[src/rtl/elevator_scheduler.sv]
// Single-car elevator scheduler: directional call service, timed door,
// emergency stop and asynchronous reset; all outputs are registered.
module elevator_scheduler #(
  parameter int FLOORS      = 8,
  parameter int MOVE_CYCLES = 16,
  parameter int DOOR_CYCLES = 32
) (
  input  logic                      clk,
  input  logic                      a_reset,
  input  logic [FLOORS-1:0]         active_in_levels,
  input  logic [FLOORS-2:0]         active_out_up_levels,
  input  logic [FLOORS-1:1]         active_out_down_levels,
  input  logic                      door_hold,
  input  logic                      estop,
  output logic [FLOORS-1:0]         inactivate_in_levels,
  output logic [FLOORS-2:0]         inactivate_out_up_levels,
  output logic [FLOORS-1:1]         inactivate_out_down_levels,
  output logic [$clog2(FLOORS)-1:0] floor,
  output logic                      motor_up,
  output logic                      motor_down,
  output logic                      door_open,
  output logic                      dir_up,
  output logic                      buttons_block
);

  localparam int FW = $clog2(FLOORS);
  localparam int MW = (MOVE_CYCLES > 1) ? $clog2(MOVE_CYCLES) : 1;
  localparam int DW = (DOOR_CYCLES > 1) ? $clog2(DOOR_CYCLES) : 1;
  localparam logic [MW-1:0] MOVE_LAST = MW'(MOVE_CYCLES - 1);
  localparam logic [DW-1:0] DOOR_LAST = DW'(DOOR_CYCLES - 1);

  typedef enum logic [1:0] {
    IDLE,
    MOVING,
    DOOR_OPEN,
    STOP
  } state_e;

  state_e            state_q, state_d;
  logic [FW-1:0]     floor_q, floor_d;
  logic              dir_q, dir_d;
  logic [MW-1:0]     mcnt_q, mcnt_d;
  logic [DW-1:0]     dcnt_q, dcnt_d;
  logic [FLOORS-1:0] clr_in_q, clr_in_d;
  logic [FLOORS-2:0] clr_up_q, clr_up_d;
  logic [FLOORS-1:1] clr_dn_q, clr_dn_d;
  logic              mot_up_q, mot_up_d;
  logic              mot_dn_q, mot_dn_d;
  logic              door_q, door_d;
  logic              block_q, block_d;

  logic [FLOORS-1:0] up_v, dn_v, any_v;
  logic [FLOORS-1:0] clr_up_v, clr_dn_v, sel_v;
  logic [FW-1:0]     nxt_floor;
  logic              here_c, in_c, same_c;
  logic              above_c, below_c;
  logic              in_n, same_n, opp_n, beyond_n;
  logic              new_in, new_hall;
  logic              pul_in, pul_hall;

  function automatic logic any_above(
    input logic [FLOORS-1:0] v,
    input logic [FW-1:0]     f
  );
    logic r;
    r = 1'b0;
    for (int i = 0; i < FLOORS; i++)
      if (FW'(i) > f) r = r | v[i];
    return r;
  endfunction

  function automatic logic any_below(
    input logic [FLOORS-1:0] v,
    input logic [FW-1:0]     f
  );
    logic r;
    r = 1'b0;
    for (int i = 0; i < FLOORS; i++)
      if (FW'(i) < f) r = r | v[i];
    return r;
  endfunction

  // Hall vectors padded to full floor width; missing end bits are 0
  assign up_v     = {1'b0, active_out_up_levels};
  assign dn_v     = {active_out_down_levels, 1'b0};
  assign any_v    = active_in_levels | up_v | dn_v;
  assign clr_up_v = {1'b0, clr_up_q};
  assign clr_dn_v = {clr_dn_q, 1'b0};

  assign nxt_floor = dir_q ? floor_q + FW'(1)
                           : floor_q - FW'(1);

  assign here_c  = any_v[floor_q];
  assign in_c    = active_in_levels[floor_q];
  assign same_c  = dir_q ? up_v[floor_q] : dn_v[floor_q];
  assign above_c = any_above(any_v, floor_q);
  assign below_c = any_below(any_v, floor_q);

  assign in_n     = active_in_levels[nxt_floor];
  assign same_n   = dir_q ? up_v[nxt_floor] : dn_v[nxt_floor];
  assign opp_n    = dir_q ? dn_v[nxt_floor] : up_v[nxt_floor];
  assign beyond_n = dir_q ? any_above(any_v, nxt_floor)
                          : any_below(any_v, nxt_floor);

  // A call still showing its own clear pulse is not a new call
  assign new_in   = in_c & ~clr_in_q[floor_q];
  assign new_hall = dir_q ? up_v[floor_q] & ~clr_up_v[floor_q]
                          : dn_v[floor_q] & ~clr_dn_v[floor_q];

  always_comb begin
    state_d  = state_q;
    floor_d  = floor_q;
    dir_d    = dir_q;
    mcnt_d   = mcnt_q;
    dcnt_d   = dcnt_q;
    pul_in   = 1'b0;
    pul_hall = 1'b0;
    if (estop) begin
      state_d = STOP;
      mcnt_d  = '0;
      dcnt_d  = '0;
    end else begin
      unique case (state_q)
        IDLE: begin
          if (here_c) begin
            state_d  = DOOR_OPEN;
            dcnt_d   = '0;
            pul_in   = 1'b1;
            pul_hall = 1'b1;
            if (!in_c && !same_c) dir_d = ~dir_q;
          end else if (above_c && (dir_q || !below_c)) begin
            state_d = MOVING;
            dir_d   = 1'b1;
            mcnt_d  = '0;
          end else if (below_c) begin
            state_d = MOVING;
            dir_d   = 1'b0;
            mcnt_d  = '0;
          end
        end
        MOVING: begin
          if (mcnt_q == MOVE_LAST) begin
            floor_d = nxt_floor;
            mcnt_d  = '0;
            if (!(|any_v)) begin
              state_d = IDLE;
            end else if (in_n || same_n || !beyond_n) begin
              state_d  = DOOR_OPEN;
              dcnt_d   = '0;
              pul_in   = 1'b1;
              pul_hall = 1'b1;
              if (!beyond_n && opp_n) dir_d = ~dir_q;
            end
          end else begin
            mcnt_d = mcnt_q + MW'(1);
          end
        end
        DOOR_OPEN: begin
          if (door_hold || new_in || new_hall) begin
            dcnt_d   = '0;
            pul_in   = new_in;
            pul_hall = new_hall;
          end else if (dcnt_q == DOOR_LAST) begin
            state_d = IDLE;
            dcnt_d  = '0;
          end else begin
            dcnt_d = dcnt_q + DW'(1);
          end
        end
        STOP: begin
          state_d = IDLE;
        end
      endcase
    end
  end

  always_comb begin
    for (int i = 0; i < FLOORS; i++)
      sel_v[i] = (FW'(i) == floor_d);
  end

  always_comb begin
    clr_in_d = pul_in ? sel_v : '0;
    clr_up_d = (pul_hall && dir_d) ? sel_v[FLOORS-2:0] : '0;
    clr_dn_d = (pul_hall && !dir_d) ? sel_v[FLOORS-1:1] : '0;
    mot_up_d = (state_d == MOVING) && dir_d;
    mot_dn_d = (state_d == MOVING) && !dir_d;
    door_d   = (state_d == DOOR_OPEN);
    block_d  = (state_d == STOP);
  end

  always_ff @(posedge clk or posedge a_reset) begin
    if (a_reset) begin
      state_q  <= IDLE;
      floor_q  <= '0;
      dir_q    <= 1'b1;
      mcnt_q   <= '0;
      dcnt_q   <= '0;
      clr_in_q <= '0;
      clr_up_q <= '0;
      clr_dn_q <= '0;
      mot_up_q <= 1'b0;
      mot_dn_q <= 1'b0;
      door_q   <= 1'b0;
      block_q  <= 1'b0;
    end else begin
      state_q  <= state_d;
      floor_q  <= floor_d;
      dir_q    <= dir_d;
      mcnt_q   <= mcnt_d;
      dcnt_q   <= dcnt_d;
      clr_in_q <= clr_in_d;
      clr_up_q <= clr_up_d;
      clr_dn_q <= clr_dn_d;
      mot_up_q <= mot_up_d;
      mot_dn_q <= mot_dn_d;
      door_q   <= door_d;
      block_q  <= block_d;
    end
  end

  assign inactivate_in_levels       = clr_in_q;
  assign inactivate_out_up_levels   = clr_up_q;
  assign inactivate_out_down_levels = clr_dn_q;
  assign floor         = floor_q;
  assign motor_up      = mot_up_q;
  assign motor_down    = mot_dn_q;
  assign door_open     = door_q;
  assign dir_up        = dir_q;
  assign buttons_block = block_q;

endmodule
[config.mk]
export PLATFORM = sky130hd
export DESIGN_NAME = elevator_scheduler
export DESIGN_NICKNAME = d
export VERILOG_FILES = /design/src/rtl/elevator_scheduler.sv
export SDC_FILE = /design/constraint.sdc
export NUM_CORES = 1
export LEC_CHECK = 0
export ABC_AREA = 0
export BUFFER_PORTS_ARGS = -buffer_cell sky130_fd_sc_hd__buf_2
export CAP_MARGIN = 10
export CORE_UTILIZATION = 31
export DETAILED_ROUTE_END_ITERATION = 10
export REMOVE_ABC_BUFFERS = 1
export SLEW_MARGIN = 20
export SYNTH_ARGS = -nofsm -noshare
export SYNTH_HDL_FRONTEND = slang
export SYNTH_SLANG_ARGS = --single-unit
[constraint.sdc]
create_clock -name clk -period 5.55 [get_ports clk]
set_input_delay 0.2775 -clock clk [delete_from_list [all_inputs] [get_ports clk]]
set_output_delay 0.2775 -clock clk [all_outputs]
set_load 0.01 [all_outputs]
==> summary.md <==
| Metric | Value |
|---|---|
| Skew final | 6.148 ps |
| Mean post-synth cell area | 9.866 um2 |
| Area of the multi-input gates | 0.001908 mm2 |
| Drt first pass iters | 5 |
| Routed wire length | 8.977 mm |
| Nets | 398 |
| Min-Delay Path Class | in2async |
| Flop-to-flop setup slack | 1740 ps |
| Number of synthesized register bits | 41 |
| Mapped Area | 0.003088 mm2 |
| Combinational cell fraction of total power | 0.172 |
| 1st-iter DRT viols | 172 |
| RSZ-0062 raised after global routing | false |
| Total power draw | 617.2 uW |
| # DRC | 0 |
| CP top delay family | flip-flops |
| Number of synthesized flops with an enable pin | 0 |
| RR Endpoint | motor_up |
| IO Port Bufs | 55 |
| Clk buf depth | 2 |
| Placed cell count | 489 |
| Lkg Pwr | 1.560 nW |
| Crit Path Category | reg2reg |
| Avg WL per Cell | 18.06 um |
| R2R depth | 10 |
| Crit path cell chain | inv_1 > ha_1 > xnor2_1 > mux4_2 > mux2_2 > nand2_1 > nor3_2 > a21boi_0 > nand3_1 > and3_1 |
| Area grow syn2layout | 14.75% |
| Synth Warn # | 0 |
| Ys flop type | dfrtp_1 |
| GRT Total Usage | 0.1788 |
| Cell Count, Final, Fillers Out | 497 |
| Critical path arrival | 3990 ps |
| Via-to-Cell Ratio | 5.712 |
| Total negative slack | 0 ps |
| Finish-stage setup viols | 0 |
| Crit path largest cell delay | 760 ps |
| First-pass GRT wire length | 14.25 mm |
| WP data required | 5740 ps |
| Dpl cell area | 0.003456 mm2 |
| Tcrit/Tclk final | 0.6857 |
| Post_cts resized | 0 |
| Die X | 101.8 um |
| Antenna violations before repair | 0 |
| Via count | 2839 |
| Yosys top cell by area | dfrtp_1 |
| CTS tree | done |
| CTS Hold Bufs | 0 |
| Core Area | 0.009729 mm2 |
| CP Max Fanout | 18 |
| Peak supply drop | 0.08532 mV |
| CTS buffer count | 5 |
| Worst r2r src | floor[1] |
| Total net switching power | 182.8 uW |
| Most frequent cell after synthesis | dfrtp_1 |
| Reg clk slew, reported paths | 80 ps |
| Die ar. | 0.01036 mm2 |
| Initial Util | 0.3174 |
| Worst-Skew Late Latency | 300 ps |
| Seq. cell area | 0.001027 mm2 |
| Least-Margin Pin Slew | 1005 ps |
| Share of cells above drive strength 1 | 0.2912 |
| Hpwl dp | 6.738 mm |
| Seq pwr share | 0.506 |
| Post-synth top area share | 0.3241 |
| Count of different cell masters after synthesis | 70 |
| Switch share | 0.2962 |
| CTS H-tree depth | 2 |
| Rows | 36 |
| Number of diodes | 0 |
| Post-Synthesis Cells | 313 |
| Vias in the first global route | 2718 |
| Seq/Total Area, Yosys | 0.3327 |
| Gpl congestion | 0.9543 |
| Pwr per Cell Area | 174.2 mW/mm2 |
| Root buffer cell | clkbuf_8 |
| Worst Setup Start Kind | flop |
| Max-cap violations | 0 |
| Final hold slack | 93.82 ps |
| Post-synth top cells | 40 x dfrtp_1, 23 x nor2_1, 22 x nand2_1 |
| Fmax | 0.2628 GHz |
| Slew Limit Fails | 0 |
| CP endpoint kind | flop |
| Die span in y | 101.8 um |
| Largest net degree at the start of global routing | 42 |
| Critical path buffers and inverters | 1 |
| Async S/R FF share, synth | 1.000 |
| Post-route antenna net violation count | 0 |
| Setup Fix Bufs, Post-CTS | 0 |
| Top cells by area, synth | dfrtp_1 32%, mux4_2 10%, ha_1 3.6%, nor3_1 3.4%, nor2_1 2.8% |
| Design internal power | 434.4 uW |
| Slowest-stage cell, CP | dfrtp_1 |
| Filler cells | 1037 |
| Clock share of power | 0.322 |
| # IOs | 56 |
| Grt ovf | 0 |
| Tmin final | 3806 ps |
| Count of clock tree sinks | 41 |
| Slew HR | 0.3249 |
| Status | complete, no violations |
| Design Area, Final | 0.003543 mm2 |
| Final Hold Viols | 0 |
registers in the layout, indices dropped and copies added, names as in the netlist, 2 cells and up:
signal	flops
floor	3
mcnt_q	4
inactivate_out_down_levels	7
state_q	2
inactivate_in_levels	8
dcnt_q	5
inactivate_out_up_levels	7
worst max path at each step:
stage	from	to	slack [ps]	cells past startpoint
finish	floor[1]	motor_up	1740	10
global route	floor[1]	inactivate_out_down_levels[5]	1550	10
CTS	floor[1]	inactivate_out_up_levels[5]	1800	9
detailed placement	floor[1]	motor_up	1830	10
global placement	floor[1]	motor_up	1960	10
floorplan	floor[0]	motor_up	1850	10
layout make-up:
| type | instances | share of cell area |
|---|---|---|
| Multi-Input combinational cell | 243 | 0.5385 |
| Sequential cell | 41 | 0.2899 |
| Timing Repair Buffer | 59 | 0.08616 |
| Tap cell | 133 | 0.04696 |
| Clock buffer | 6 | 0.02048 |
| Inverter | 13 | 0.01377 |
| Clock inverter | 2 | 0.004237 |
per-layer routing:
| metal | up-vias | GRT usage | routed length, um |
|---|---|---|---|
| li1 | 1290 | - | - |
| met1 | 1401 | 0.2450 | 3966 |
| met2 | 126 | 0.2890 | 4295 |
| met3 | 22 | 0.02968 | 524 |
| met4 | 0 | 0.05351 | 191 |
| met5 | - | 0 | 0 |
power by group through the flow:
stage	Combinational, mW	Clock [mW]	Sequential, mW
floorplan	0.0627	0	0.317
CTS	0.104	0.202	0.312
global route	0.116	0.215	0.313
detailed placement	0.104	0	0.318
global placement	0.104	0	0.318
finish	0.106	0.199	0.312
cell usage in the layout, fill, tap and decap left out, types with 7 or more instances in the layout:
| cell type | instances |
|---|---|
| buf_2 | 55 |
| dfrtp_1 | 40 |
| ha_1 | 9 |
| inv_1 | 10 |
| mux2i_1 | 8 |
| mux4_2 | 14 |
| nand2_1 | 22 |
| nand2b_1 | 7 |
| nand3_1 | 7 |
| nor2_1 | 23 |
| nor3_1 | 21 |
| nor3_2 | 7 |
| o21ai_0 | 14 |
per-stage QoR:
step / utilization / setup WS (ps)
6_report: 0.3642 / 1744
5_1_grt: 0.3642 / 1554
4_1_cts: 0.3642 / 1796
3_5_place_dp: 0.3552 / 1832
3_3_place_gp: 0.3552 / 1963
2_1_floorplan: - / 1852
cells by family (layout without fill, tap and decap cells):
family	Yosys count	count (layout)	synth area share
and+or+nand+nor	124	124	0.2245
AOI/OAI and AO/OA	77	77	0.1848
DFF	41	41	0.3327
muxes	29	29	0.1584
buffers and inverters	29	80	0.04943
adders and majority gates	9	9	0.03647
xor gates and xnor gates	4	4	0.01378
worst register-to-register path, delay by kind of cell (launching register included):
kind | cells | cell delay [ps]
DFF | 1 | 760
AOI/OAI and AO/OA | 1 | 220
buffers and inverters | 1 | 300
xor gates and xnor gates | 1 | 660
and+or+nand+nor | 4 | 590
adders and majority gates | 1 | 490
muxes | 2 | 690
No activity file was read; power rests on OpenSTA's default activity.
